`config.mk`:
```
export PLATFORM = sky130hd
export DESIGN_NAME = binary_to_gray
export DESIGN_NICKNAME = d
export VERILOG_FILES = /design/src/rtl/binary_to_gray.sv
export SDC_FILE = /design/constraint.sdc
export NUM_CORES = 1
export LEC_CHECK = 0
export CAP_MARGIN = 15
export CORE_AREA = 3 3 40 42
export CTS_BUF_LIST = sky130_fd_sc_hd__clkbuf_4
export DETAILED_ROUTE_END_ITERATION = 8
export DIE_AREA = 0 0 43 45
export REMOVE_ABC_BUFFERS = 1
export SLEW_MARGIN = 20
export SYNTH_ARGS = -nofsm -noshare
export SYNTH_HDL_FRONTEND = slang
export SYNTH_SLANG_ARGS = --single-unit
```
`constraint.sdc`:
```
create_clock -name clk -period 2.8 [get_ports clk]
set_input_delay 0.42 -clock clk [delete_from_list [all_inputs] [get_ports clk]]
set_output_delay 0.42 -clock clk [all_outputs]
set_load 0.01 [all_outputs]
```
`src/rtl/binary_to_gray.sv`:
```
// Binary-to-reflected-Gray encoder with a registered copy of the code and a
// sticky flag for any loaded code step of more than one bit.
module binary_to_gray #(
    parameter int unsigned WIDTH = 4
) (
    input  logic [WIDTH-1:0] binary,
    output logic [WIDTH-1:0] gray,
    input  logic             clk,
    input  logic             rst_n,
    input  logic             en,
    output logic [WIDTH-1:0] gray_q,
    output logic             valid_q,
    output logic             step_err
);

    logic [WIDTH-1:0] diff;
    logic             multi_bit;

    assign gray = binary ^ (binary >> 1);

    // Clearing the lowest set bit leaves something only if two or more bits differ.
    always_comb begin
        diff      = gray ^ gray_q;
        multi_bit = |(diff & (diff - WIDTH'(1)));
    end

    always_ff @(posedge clk or negedge rst_n) begin
        if (!rst_n) begin
            gray_q   <= '0;
            valid_q  <= 1'b0;
            step_err <= 1'b0;
        end else if (en) begin
            gray_q  <= gray;
            valid_q <= 1'b1;
            if (valid_q && multi_bit)
                step_err <= 1'b1;
        end
    end

endmodule

```
==> metrics.md <==
| Metric | Value |
|---|---|
| Initial Util | `~29%` |
| Die Y | `45 µm` |
| Non-filler instance count after layout | `67` |
| Setup crit end kind | `output pin` |
| Port-buffer cells | `16` |
| Max Slew Vio Count | `0` |
| RSZ-0062 raised after global routing | `false` |
| Critical-path top delay cell | `clkdlybuf4s50_1` |
| Global-route wire length before repair | `roughly 1400 µm` |
| Startpoint Class | `primary input` |
| Row cnt | `13` |
| Status | `complete, no violations` |
| Synth top area share | `40.3%` |
| Reg2Reg Depth | `4` |
| Final wirelength | `767 µm` |
| Crit path time final | `2290 ps` |
| Placed wire-length estimate | `roughly 640 µm` |
| Reg2reg end | `step_err$_DFFE_PN0P_` |
| Crit path max-delay family | `buffers and inverters` |
| Maximum vdd drop | `about 0.24 mV` |
| CP Cell Sequence | `clkdlybuf4s50_1 -> xor2_1 -> clkdlybuf4s50_1` |
| Synth-to-Final Area Change | `49.0%` |
| Lkg Pwr | `0.213 nW` |
| Clock-pin transition on the worst setup and hold timing paths | `40 ps` |
| HP Class | `primary input to async pin` |
| Fin crit share | `between 80 and 90%` |
| Clock Path Buffers | `2` |
| Post-CTS Hold Fix Bufs | `0` |
| MaxCap Viol Count | `0` |
| Largest cells by area after synthesis | `dfrtp_1 40%, mux2_2 12%, xor2_1 12%, xnor2_1 4.7%, xor2_2 4.4%` |
| Routed WL per cell | `11.4 µm` |
| Core area | `1280 µm²` |
| DRT antenna net count | `0` |
| Most used cell, CP | `clkdlybuf4s50_1` |
| DIE WIDTH | `43 µm` |
| Vias/cell | `around 4.5` |
| Layout cell share with drive strength beyond 1 | `17.3%` |
| Overflow after GRT | `0` |
| Avg Cell Area, Syn | `10.7 µm²` |
| Max incr delay on CP | `640 ps` |
| CP arrival | `1870 ps` |
| Worst-Margin Slew | `301 ps` |
| Seq/Total Area, Yosys | `40.3%` |
| Via count | `299` |
| R2R setup slack | `1570 ps` |
| # H-tree levels | `1` |
| Vias in the first global route | `317` |
| CP Data Required Time | `2380 ps` |
| Post_cts resized | `0` |
| Yosys reg bits | `6` |
| Post-Synthesis Cells | `35` |
| Remaining DRCs | `0` |
| Pre-Repair DR Iteration Count | `2` |
| Clock sink count | `6` |
| Postcts setup bufs | `0` |
| Leading area contributor after synthesis | `dfrtp_1` |
| Clk_skew | `0.318 ps` |
| Placed instance count | `64` |
| Power Density | `between 400 and 500 nW/µm²` |
| Root Buffer | `clkbuf_4` |
| ANT cells | `0` |
| Largest net degree at the start of global routing | `8` |
| Max Clock Freq | `437 MHz` |
| Setup TNS | `0 ps` |
| IO Pins | `17` |
| Num CTS Buffers | `3` |
| YS warnings | `0` |
| Max Fanout on Critical Path | `5` |
| DR iter-0 viols | `1` |
| Buf/Inv on CP | `2` |
| FF-to-FF Start | `gray_q[1]$_DFFE_PN0P_` |
| Nets | `61` |
| Synthesized cell area | `~370 µm²` |
| Initial antenna violation count | `0` |
| Clk_lat worst skew | `240 ps` |
| # setup viols final | `0` |
| FILL cells | `~130` |
| Routability Congestion | `around 0.62` |
| Slew margin rel. | `79.9%` |
| Overall routing resource usage | `10.1%` |
| WS Path Type | `primary input to output pin` |
| CTS tree | `built` |
| Die area | `1940 µm²` |
| Yosys cell types | `17` |
| Endpoints failing hold | `0` |
-- synth_stat cells, drive strengths merged --
master and instances:
or2 1, nor3 1, xor2 6, a221oi 1
nand2 3, buf 2, nor2b 1, a21oi 2
mux2 4, xnor2 2, nor2 3, dfrtp 6
nor4 1, a31oi 1, a221o 1
-- worst max-delay path by stage --
stage	depth (start not counted)	start	to
after floorplan	4	gray_q[0]$_DFFE_PN0P_	step_err$_DFFE_PN0P_
after global placement	3	binary[2]	gray[2]
after detailed placement	3	binary[2]	gray[1]
after CTS	3	binary[2]	gray[1]
after global routing	3	binary[2]	gray[2]
final	3	binary[2]	gray[1]
-- registers in the layout (all words and copies together), names as in the netlist --
| register | cells |
|---|---|
| gray_q | 4 |
| step_err | 1 |
| valid_q | 1 |
-- power by group --
group	total (mW)	switching, mW	internal (mW)	leakage [nW]
combinational	0.0919	0.0390	0.0529	0.135
clock	0.0760	0.0278	0.0482	0.0138
sequential	0.105	0.00987	0.0952	0.0643
-- area by class of cell --
class | count | area (µm²) | share of cell area, %
timing repair buffer | 16 | 160 | 28.8
tap | 15 | 18.8 | 3.38
clock buffer | 3 | 22.5 | 4.05
multi-input combinational | 27 | 204 | 36.7
sequential | 6 | 150 | 27.0
-- worst register-to-register path, delay by kind of cell (launching register included) --
family	cells	cell delay [ps]
AOI/OAI and AO/OA	2	470
DFF	1	410
xor gates and xnor gates	1	190
and+or+nand+nor	1	80
-- cell families (layout without fill, tap and decap cells) --
| group | Yosys count | after routing | share of synthesized area [%] |
|---|---|---|---|
| multiplexers | 4 | 4 | 12.1 |
| AND/OR/NAND/NOR | 10 | 10 | 12.4 |
| XOR/XNOR | 8 | 8 | 20.8 |
| flip-flops | 6 | 6 | 40.3 |
| AO/OA/AOI/OAI | 5 | 5 | 9.40 |
| buffers and inverters | 2 | 19 | 5.03 |
-- through the flow --
step	setup slack (ps)	power, mW	cell area, µm²	util (%)	hold slack (ps)
after detailed placement	517	0.199	533	41.5	505
after CTS	509	0.279	556	43.2	419
after floorplan	1630	0.150	354	-	124
after global routing	460	0.291	556	43.2	430
final	511	0.273	556	43.2	422
after global placement	514	0.199	533	41.5	502
-- layout by cell type, fill, tap and decap left out, drive strengths merged --
cell            n
a221oi          1
a221o           1
nor3            1
mux2            4
nor2b           1
nor4            1
a21oi           2
nand2           3
xor2            6
or2             1
clkbuf          3
a31oi           1
dfrtp           6
xnor2           2
clkdlybuf4s50  16
nor2            3
-- routing by layer --
layer	track usage (%)	share of wire, %	up-vias
met5	0	0	-
met4	7.23	0	0
met3	2.39	1.8	0
met2	14.4	52	3
met1	13.4	46	140
li1	-	-	156
Power figures use the tool's default switching activity.
